### src/rtl/mips_pc_unit_if.sv
// Redirect/trap request bundle into the PC stage and the fetch-address bundle out of it.
// The slave modport is the PC unit; the master modport is the decode/execute side.
interface mips_pc_unit_if;
    logic        Stall;
    logic        Branch;
    logic [15:0] BranchOffset;
    logic        Jump;
    logic [25:0] JumpTarget;
    logic        JumpReg;
    logic [31:0] RegTarget;
    logic        Exception;
    logic [31:0] PC;
    logic [31:0] PC_Plus4;
    logic        FetchValid;
    logic [31:0] EPC;
    logic        ExcMisalign;

    modport slave (
        input  Stall, Branch, BranchOffset, Jump, JumpTarget, JumpReg, RegTarget, Exception,
        output PC, PC_Plus4, FetchValid, EPC, ExcMisalign
    );

    modport master (
        output Stall, Branch, BranchOffset, Jump, JumpTarget, JumpReg, RegTarget, Exception,
        input  PC, PC_Plus4, FetchValid, EPC, ExcMisalign
    );
endinterface

### src/rtl/mips_pc_unit.sv
// MIPS program counter: sequential/branch/jump/JR/trap next-PC; MIPS_PC_DELAY_SLOT_EN adds a delay slot.
// Latency: 1 cycle from request to new PC; ExcMisalign is registered (cycle after the trap edge).
// Backpressure: Stall holds PC, EPC, state and any pending target; Exception overrides Stall.
module mips_pc_unit #(
    parameter logic [31:0] RESET_VECTOR = 32'h0000_0000,
    parameter logic [31:0] EXC_VECTOR   = 32'h8000_0180
) (
    input  logic         Clk,
    input  logic         Reset,
    mips_pc_unit_if.slave bus
);
    typedef enum logic [1:0] {BOOT, RUN, TRAP} state_t;

    state_t      state, state_nxt;
    logic [31:0] pc, pc_nxt;
    logic [31:0] epc, epc_nxt;
    logic        exc_misalign, exc_misalign_nxt;
    logic [31:0] pc_plus4, br_target, j_target, redir_target;
    logic        redirect, accept_redirect, misalign, take_exc, active;

`ifdef MIPS_PC_DELAY_SLOT_EN
    logic        pend_vld, pend_vld_nxt;
    logic [31:0] pend_tgt, pend_tgt_nxt;
    assign accept_redirect = !pend_vld;
`else
    assign accept_redirect = 1'b1;
`endif

    assign active    = (state != BOOT);
    assign pc_plus4  = pc + 32'd4;
    assign br_target = pc_plus4 + {{14{bus.BranchOffset[15]}}, bus.BranchOffset, 2'b00};
    assign j_target  = {pc_plus4[31:28], bus.JumpTarget, 2'b00};
    assign redirect  = bus.JumpReg | bus.Jump | bus.Branch;

    always_comb begin
        redir_target = br_target;
        if (bus.JumpReg)   redir_target = bus.RegTarget;
        else if (bus.Jump) redir_target = j_target;
    end

    // A JR that is ignored (stalled, or shadowed by a pending delay-slot target) cannot trap.
    assign misalign = active && bus.JumpReg && (bus.RegTarget[1:0] != 2'b00)
                      && !bus.Stall && accept_redirect;
    assign take_exc = active && (bus.Exception || misalign);

    always_comb begin
        state_nxt        = state;
        pc_nxt           = pc;
        epc_nxt          = epc;
        exc_misalign_nxt = 1'b0;
`ifdef MIPS_PC_DELAY_SLOT_EN
        pend_vld_nxt     = pend_vld;
        pend_tgt_nxt     = pend_tgt;
`endif
        case (state)
            BOOT: begin
                if (!bus.Stall) state_nxt = RUN;
            end
            default: begin
                if (take_exc) begin
                    pc_nxt           = EXC_VECTOR;
                    epc_nxt          = pc;
                    state_nxt        = TRAP;
                    exc_misalign_nxt = misalign;
`ifdef MIPS_PC_DELAY_SLOT_EN
                    pend_vld_nxt     = 1'b0;
`endif
                end else if (!bus.Stall) begin
                    state_nxt = RUN;
`ifdef MIPS_PC_DELAY_SLOT_EN
                    if (pend_vld) begin
                        pc_nxt       = pend_tgt;
                        pend_vld_nxt = 1'b0;
                    end else if (redirect) begin
                        pc_nxt       = pc_plus4;
                        pend_vld_nxt = 1'b1;
                        pend_tgt_nxt = redir_target;
                    end else begin
                        pc_nxt = pc_plus4;
                    end
`else
                    pc_nxt = redirect ? redir_target : pc_plus4;
`endif
                end
            end
        endcase
    end

    always_ff @(posedge Clk or posedge Reset) begin
        if (Reset) begin
            state        <= BOOT;
            pc           <= RESET_VECTOR;
            epc          <= 32'd0;
            exc_misalign <= 1'b0;
`ifdef MIPS_PC_DELAY_SLOT_EN
            pend_vld     <= 1'b0;
            pend_tgt     <= 32'd0;
`endif
        end else begin
            state        <= state_nxt;
            pc           <= pc_nxt;
            epc          <= epc_nxt;
            exc_misalign <= exc_misalign_nxt;
`ifdef MIPS_PC_DELAY_SLOT_EN
            pend_vld     <= pend_vld_nxt;
            pend_tgt     <= pend_tgt_nxt;
`endif
        end
    end

    assign bus.PC          = pc;
    assign bus.PC_Plus4    = pc_plus4;
    assign bus.FetchValid  = active;
    assign bus.EPC         = epc;
    assign bus.ExcMisalign = exc_misalign;
endmodule

### src/flat_wrapper.sv
// flat-port wrapper written by rule: the top's interface ports become plain ports
module mips_pc_unit_flat 
#(
    parameter logic [31:0] RESET_VECTOR = 32'h0000_0000,
    parameter logic [31:0] EXC_VECTOR   = 32'h8000_0180
)
  (Clk, Reset, bus_Stall, bus_Branch, bus_BranchOffset, bus_Jump, bus_JumpTarget, bus_JumpReg, bus_RegTarget, bus_Exception, bus_PC, bus_PC_Plus4, bus_FetchValid, bus_EPC, bus_ExcMisalign);
  mips_pc_unit_if bus_i ();
  input  logic Clk;
  input  logic Reset;
  input wire logic [$bits(bus_i.Stall)-1:0] bus_Stall;
  input wire logic [$bits(bus_i.Branch)-1:0] bus_Branch;
  input wire logic [$bits(bus_i.BranchOffset)-1:0] bus_BranchOffset;
  input wire logic [$bits(bus_i.Jump)-1:0] bus_Jump;
  input wire logic [$bits(bus_i.JumpTarget)-1:0] bus_JumpTarget;
  input wire logic [$bits(bus_i.JumpReg)-1:0] bus_JumpReg;
  input wire logic [$bits(bus_i.RegTarget)-1:0] bus_RegTarget;
  input wire logic [$bits(bus_i.Exception)-1:0] bus_Exception;
  output wire logic [$bits(bus_i.PC)-1:0] bus_PC;
  output wire logic [$bits(bus_i.PC_Plus4)-1:0] bus_PC_Plus4;
  output wire logic [$bits(bus_i.FetchValid)-1:0] bus_FetchValid;
  output wire logic [$bits(bus_i.EPC)-1:0] bus_EPC;
  output wire logic [$bits(bus_i.ExcMisalign)-1:0] bus_ExcMisalign;
  assign bus_i.Stall = bus_Stall;
  assign bus_i.Branch = bus_Branch;
  assign bus_i.BranchOffset = bus_BranchOffset;
  assign bus_i.Jump = bus_Jump;
  assign bus_i.JumpTarget = bus_JumpTarget;
  assign bus_i.JumpReg = bus_JumpReg;
  assign bus_i.RegTarget = bus_RegTarget;
  assign bus_i.Exception = bus_Exception;
  assign bus_PC = bus_i.PC;
  assign bus_PC_Plus4 = bus_i.PC_Plus4;
  assign bus_FetchValid = bus_i.FetchValid;
  assign bus_EPC = bus_i.EPC;
  assign bus_ExcMisalign = bus_i.ExcMisalign;
  mips_pc_unit #(.RESET_VECTOR(RESET_VECTOR), .EXC_VECTOR(EXC_VECTOR)) u_core (.Clk(Clk), .Reset(Reset), .bus(bus_i));
endmodule
### config.mk
export PLATFORM = sky130hd
export DESIGN_NAME = mips_pc_unit_flat
export DESIGN_NICKNAME = d
export VERILOG_FILES = /design/src/rtl/mips_pc_unit_if.sv /design/src/rtl/mips_pc_unit.sv /design/src/flat_wrapper.sv
export SDC_FILE = /design/constraint.sdc
export NUM_CORES = 1
export LEC_CHECK = 0
export ABC_AREA = 0
export BUFFER_PORTS_ARGS = -buffer_cell sky130_fd_sc_hd__buf_2
export CAP_MARGIN = 40
export CORE_MARGIN = 10
export CORE_UTILIZATION = 40
export DETAILED_ROUTE_END_ITERATION = 10
export GPL_ROUTABILITY_DRIVEN = 1
export GPL_TIMING_DRIVEN = 0
export PLACE_DENSITY = 0.72
export SYNTH_ARGS = -nofsm -noshare
export SYNTH_HDL_FRONTEND = slang
export SYNTH_SLANG_ARGS = --single-unit
### constraint.sdc
create_clock -name Clk -period 4.7 [get_ports Clk]
set_input_delay 1.175 -clock Clk [delete_from_list [all_inputs] [get_ports Clk]]
set_output_delay 1.175 -clock Clk [all_outputs]
set_load 0.05 [all_outputs]
Yosys cells after proc, flatten, opt, wreduce, memory -nomap -nowiden
Index checks and enable logic that the tools add are counted.

cells by class
  $mul = 0
  reduce and logical (&&, ||, !) cells = 11
  mux-type cells = 10
  equality and inequality tests = 1
  bitwise gates (word level) = 3
  magnitude comparators = 0
  add/subtract/negate cells = 2
  shifts and indexed selects = 0
  divide/modulo/power cells = 0

operators with widths
  kind                     count
  $mux W32                 5
  $add A32 B3 Y32 const B  1
  $add A32 B32 Y32         1
  $mux W2                  3
  $logic_and A1 B1 Y1      4
  $reduce_and A2 Y1        2
  $reduce_bool A2 Y1       2
  $logic_not A2 Y1         1
  $mux W1                  2
  $ne A2 B1 Y1 const B     1
  $or A1 B1 Y1             2
  $logic_not A1 Y1         1
  $logic_or A1 B1 Y1       1
  $not A1 Y1               1

storage, ports and cells
  memories kept = 0
  ROM bits = 0
  RAM bits = 0
  logic and storage cells = 31
  bits in latches = 0
  register bits after elaboration = 67
  output and inout port bits = 98

Longest topological paths before layout
  word-level depth = 8
  mapped depth = 18
  gate-level depth less buffers = 16

Worst setup path before layout
No wires, ideal clock.

  path type = register -> register
  start = register u_core.pc[3], in the netlist u_core.bus.PC[3]
  end = register u_core.pc[27], in the netlist u_core.bus.PC[27]
  path buffers = 1
  slack = -0.069 ns
  setup time = 0.126 ns
  arrival time = 4.643 ns
  stages on the path, launching flop included = 17
  clock period less this slack = 4.769 ns
  path through = dfrtp_1 -> ha_1 -> inv_1 -> nor3_2 -> and3_1 -> nand4_1 -> xnor2_1 -> ha_1 -> clkbuf_1 -> a21oi_1 -> nand2b_1 -> o2bb2ai_1 -> o2111ai_1 -> a31oi_1 -> xor2_1 -> a21oi_1 -> a221o_1

on the way
  cells in the longest elaborated chain, start to end = 7

ends and longest elaborated chain
  item                      line                 text
  start: declaration        mips_pc_unit.sv:15   logic [31:0] pc, pc_nxt;
  start signal: assignment  mips_pc_unit.sv:101  pc <= pc_nxt;
  $add A32 B3 Y32           mips_pc_unit.sv:30   assign pc_plus4 = pc + 32'd4;
  via bus_PC_Plus4[22]      flat_wrapper.sv:20   output wire logic [$bits(bus_i.PC_Plus4)-1:0] bus_PC_Plus4;
  $add A32 B32 Y32          mips_pc_unit.sv:31   assign br_target = pc_plus4 + {{14{bus.BranchOffset[15]}}, bus.BranchOffset, 2'b00};
  $mux W32                  mips_pc_unit.sv:38   else if (bus.Jump) redir_target = j_target;
  $mux W32                  mips_pc_unit.sv:37   if (bus.JumpReg) redir_target = bus.RegTarget;
  $mux W32                  mips_pc_unit.sv:82   pc_nxt = redirect ? redir_target : pc_plus4;
  $mux W32                  mips_pc_unit.sv:68   end else if (!bus.Stall) begin
  $mux W32                  mips_pc_unit.sv:60   if (take_exc) begin

The timed path passes the listed nets, and every way through them passes these cells. The select of a mux whose other input is x is not followed.
A chain may end at the register's enable or synchronous reset.

Final worst setup path
  start = register u_core.pc[9], in the netlist u_core.bus.PC[9]
  end = register u_core.pc[31], in the netlist u_core.bus.PC[31]

on the way
  cells in the longest elaborated chain, start to end = 7

ends and longest elaborated chain
  item               line
  $add A32 B3 Y32 *  mips_pc_unit.sv:30
  $add A32 B32 Y32   mips_pc_unit.sv:31
  $mux W32           mips_pc_unit.sv:38
  $mux W32           mips_pc_unit.sv:37
  $mux W32 *         mips_pc_unit.sv:82
  $mux W32 *         mips_pc_unit.sv:68
  $mux W32 *         mips_pc_unit.sv:60

Mark *: on every way between the ends. The rest lies on a longest branch, timed or not. The select of a mux whose other input is x is not followed.

==> results.yml <==
run_status:
  status: "completed"
timing:
  setup_viol: 0
  hold_viol: 0
  relSlewSlack: 0.435
  max_slew.worst_pin.slew_ns: 0.848
  fin_tns_setup_ns: 0
  setup_slack_ns: 0.179
  fin_crit_ns: 4.52
  finalClockSkew_ns: 0.0149
  rsz0062_at_grt: "false"
  fmax_mhz: 221
  drv_slew: 0
  fin_crit_sh: 0.962
floorplanning:
  dieArea_mm2: 0.0189
  core_area_mm2: 0.0134
  start_util: 0.413
  die_w_um: 138
  row_count: 42
  die_h_um: 138
  io_pins: 179
critical_path:
  r2r-start: "u_core.bus.PC[9]$_DFFE_PP0P_"
  critPathMaxFanout: 9
  cp-startpoint: "u_core.bus.PC[9]$_DFFE_PP0P_"
  crit_top_cell: "nand4_1"
  crit_required_ns: 4.92
  cp-end-kind: "register"
  crit_arrival_ns: 4.75
  r2r-end: "u_core.bus.PC[31]$_DFFE_PP0P_"
  critPathMaxStageDelay_ns: 0.50
  cp-start-kind: "register"
  path_class: "register to register"
  r2r_cells: 15
  worstSetupEndpoint: "u_core.bus.PC[31]$_DFFE_PP0P_"
  slowest_stage: "dfrtp_1"
  ff2ff_setup_slack_ns: 0.18
  worstPathCellList: "nand4_1 > nor3_4 > and3_1 > nand4_1 > xnor2_2 > ha_1 > clkbuf_1 > and4_1 > nand2_1 > or2_2 > o2111ai_1 > a31oi_1 > a21oi_1 > mux2i_1 > o21ai_0"
synthesis:
  synth_top_area_frac: 0.303
  synth_cell_types: 70
  ys.flop_type: "dfrtp_1"
  ys_top_cells_by_area: "dfrtp_1 30%, ha_1 8.1%, mux2_2 5.7%"
  synth_cells: 644
  synth_edf_count: 0
  yosys_warnings: 0
  synth.cell_area_mm2: 0.00554
  synth-seq-area-share: 0.303
  syn_nets: 762
  synth_area_per_cell_um2: 8.60
  synth_top_cell_by_area: "dfrtp_1"
  ys_seq_elements: 67
  ys_async_sr_fraction: 1.00
grt:
  grt_max_degree: 35
  grt_usage: 0.225
  grt-ovfl-total: 0
  grtUsageMet1: 0.305
  busiest_layer: "met2"
  grt_first_pass_wirelength_um: 32700
  grt.met3_usage: 0.0594
  grt_pass1_vias: 5682
  antenna_found_initial: 1
  met2_usage: 0.338
layout:
  fin_nets: 954
  utilization: 0.523
  syn_to_final_growth_pct: 26.5
  layout_common_cells: "182 x buf_2, 67 x nand2_1, 67 x dfrtp_1, 50 x o21ai_0"
  antennaDiodeCount: 0
  fillers: 1305
  layout-drive-gt1-share: 0.294
  final_common_cell: "buf_2"
clock_tree:
  clk_pin_slew_ns: 0.06
  cts_buffers: 9
  root_buffer: "clkbuf_16"
  clock_latency_ns: 0.36
  cts_sinks: 67
  cts_tree: "done"
  cts.path.max_buffers: 2
  cts_hold_buf: 0
  cts.htree.levels: 3
power:
  powerDensity_mw_per_mm2: 451
  p_leak_nw: 3.46
  comb_power_share: 0.527
  ir_drop_mv: 0.390
  p_int_w: 0.00158
  p_clk_frac: 0.222
  power_switching_w: 0.00158
  seqPwrFrac: 0.251
  swShare: 0.500
drt:
  num_vias: 6044
  drcViolationCount: 0
  ant_nets: 0
  firstDrtPassIters: 5
  viasPerCell: 5.94
  wire_per_inst_um: 21.7
  first_iter_violations: 714
  wirelength_um: 22000
job:
  max_cap_viol_count: 0
placement:
  io_buffers: 177
  dpl.hpwl_um: 17200
  dpl_worst_slack_ns: 0.101
  gp_congestion: 0.961
min_path:
  min_path_type: "register to register"
-- state kept, by name, indices dropped and copies added (netlist names) --
| register | count |
|---|---|
| u_core.bus.EPC | 32 |
| u_core.bus.PC | 32 |
| u_core.state | 2 |
| u_core.bus.ExcMisalign | 1 |
-- cell usage after synthesis, types with 3 or more instances --
cell / instances
o21ai_0: 50
a32oi_1: 4
nand2_1: 67
a22oi_1: 9
o2111ai_1: 5
xor2_1: 18
o211ai_1: 12
nand2b_1: 4
ha_1: 36
a21o_1: 11
and3_1: 5
and4_1: 5
or3_1: 4
o221ai_1: 9
o31ai_1: 6
inv_1: 18
mux2i_1: 7
nor2b_1: 3
buf_2: 5
and2_1: 6
xnor2_1: 31
clkbuf_1: 24
mux2_2: 28
nand4_1: 14
nor2_1: 39
o21bai_1: 3
o21ai_1: 3
a221oi_1: 4
o22ai_1: 5
nand3_1: 29
a22o_1: 5
dfrtp_1: 67
o21a_1: 7
o211a_1: 4
a21oi_1: 39
nor3_1: 8
a31oi_1: 9
-- kinds of logic (layout without fill, tap and decap cells) --
logic type | Yosys count | after routing | share of synthesized area
buffers and inverters | 53 | 250 | 0.0387
flip-flops | 67 | 67 | 0.303
adder cells (fa/ha/maj) | 37 | 37 | 0.0850
AO/OA/AOI/OAI | 203 | 203 | 0.244
XOR/XNOR | 49 | 49 | 0.0775
multiplexers | 35 | 35 | 0.0696
AND/OR/NAND/NOR | 200 | 200 | 0.182
-- worst max-delay path: cells and delay by family, from the launching register on --
kind                     cells  cell delay (ns)
multiplexers                 1             0.23
AO/OA/AOI/OAI                4             0.81
buffers and inverters        1             0.31
adder cells (fa/ha/maj)      1             0.30
XOR/XNOR                     1             0.21
flip-flops                   1             0.50
AND/OR/NAND/NOR              7             2.03
-- stage by stage --
stage	hold slack [ns]	area, µm²	std cells	power [W]
after floorplan	0.445	5540	644	0.00201
after global placement	0.460	6650	997	0.00244
after detailed placement	0.467	6680	999	0.00245
after CTS	0.480	6980	1015	0.00316
after global routing	0.502	7000	1017	0.00331
final	0.477	7000	1017	0.00316
-- per-layer routing --
layer  share of wire  wire length [µm]
met5         0.00059                13
met4           0.026               570
met3            0.12              2590
met2            0.43              9410
met1            0.43              9440
-- power by group through the flow --
stage	combinational [W]	clock (W)	sequential, W
after global routing	0.00178	0.000728	0.000808
after detailed placement	0.00165	0	0.000801
after floorplan	0.000846	0	0.00116
final	0.00166	0.000700	0.000793
after CTS	0.00166	0.000711	0.000791
after global placement	0.00164	0	0.000796
-- what timing repair did --
item                       in CTS  in global routing
setup endpoints to repair       0                  6
buffers inserted                0                  3
resized for setup               0                  1
-- how the worst min path moves through the flow --
stage | startpoint | to | slack (ns) | cells after the start
after floorplan | u_core.state[1]$_DFF_PP0_ | u_core.state[1]$_DFF_PP0_ | 0.45 | 2
after global placement | u_core.bus.EPC[2]$_DFFE_PP0P_ | u_core.bus.EPC[2]$_DFFE_PP0P_ | 0.46 | 2
after detailed placement | u_core.bus.EPC[2]$_DFFE_PP0P_ | u_core.bus.EPC[2]$_DFFE_PP0P_ | 0.47 | 2
after CTS | u_core.bus.EPC[2]$_DFFE_PP0P_ | u_core.bus.EPC[2]$_DFFE_PP0P_ | 0.48 | 2
after global routing | u_core.bus.EPC[2]$_DFFE_PP0P_ | u_core.bus.EPC[2]$_DFFE_PP0P_ | 0.50 | 2
final | u_core.bus.EPC[30]$_DFFE_PP0P_ | u_core.bus.EPC[30]$_DFFE_PP0P_ | 0.48 | 2
-- layout make-up --
class / instances / area, µm² / share of cell area
inverter: 19 / 73.8 / 0.0105
multi-input combinational: 524 / 3660 / 0.522
clock buffer: 9 / 225 / 0.0322
timing repair buffer: 182 / 936 / 0.134
sequential: 67 / 1680 / 0.239
clock inverter: 7 / 75.1 / 0.0107
buffer: 33 / 139 / 0.0198
tap: 176 / 220 / 0.0314
(Power assumes the default switching activity.)
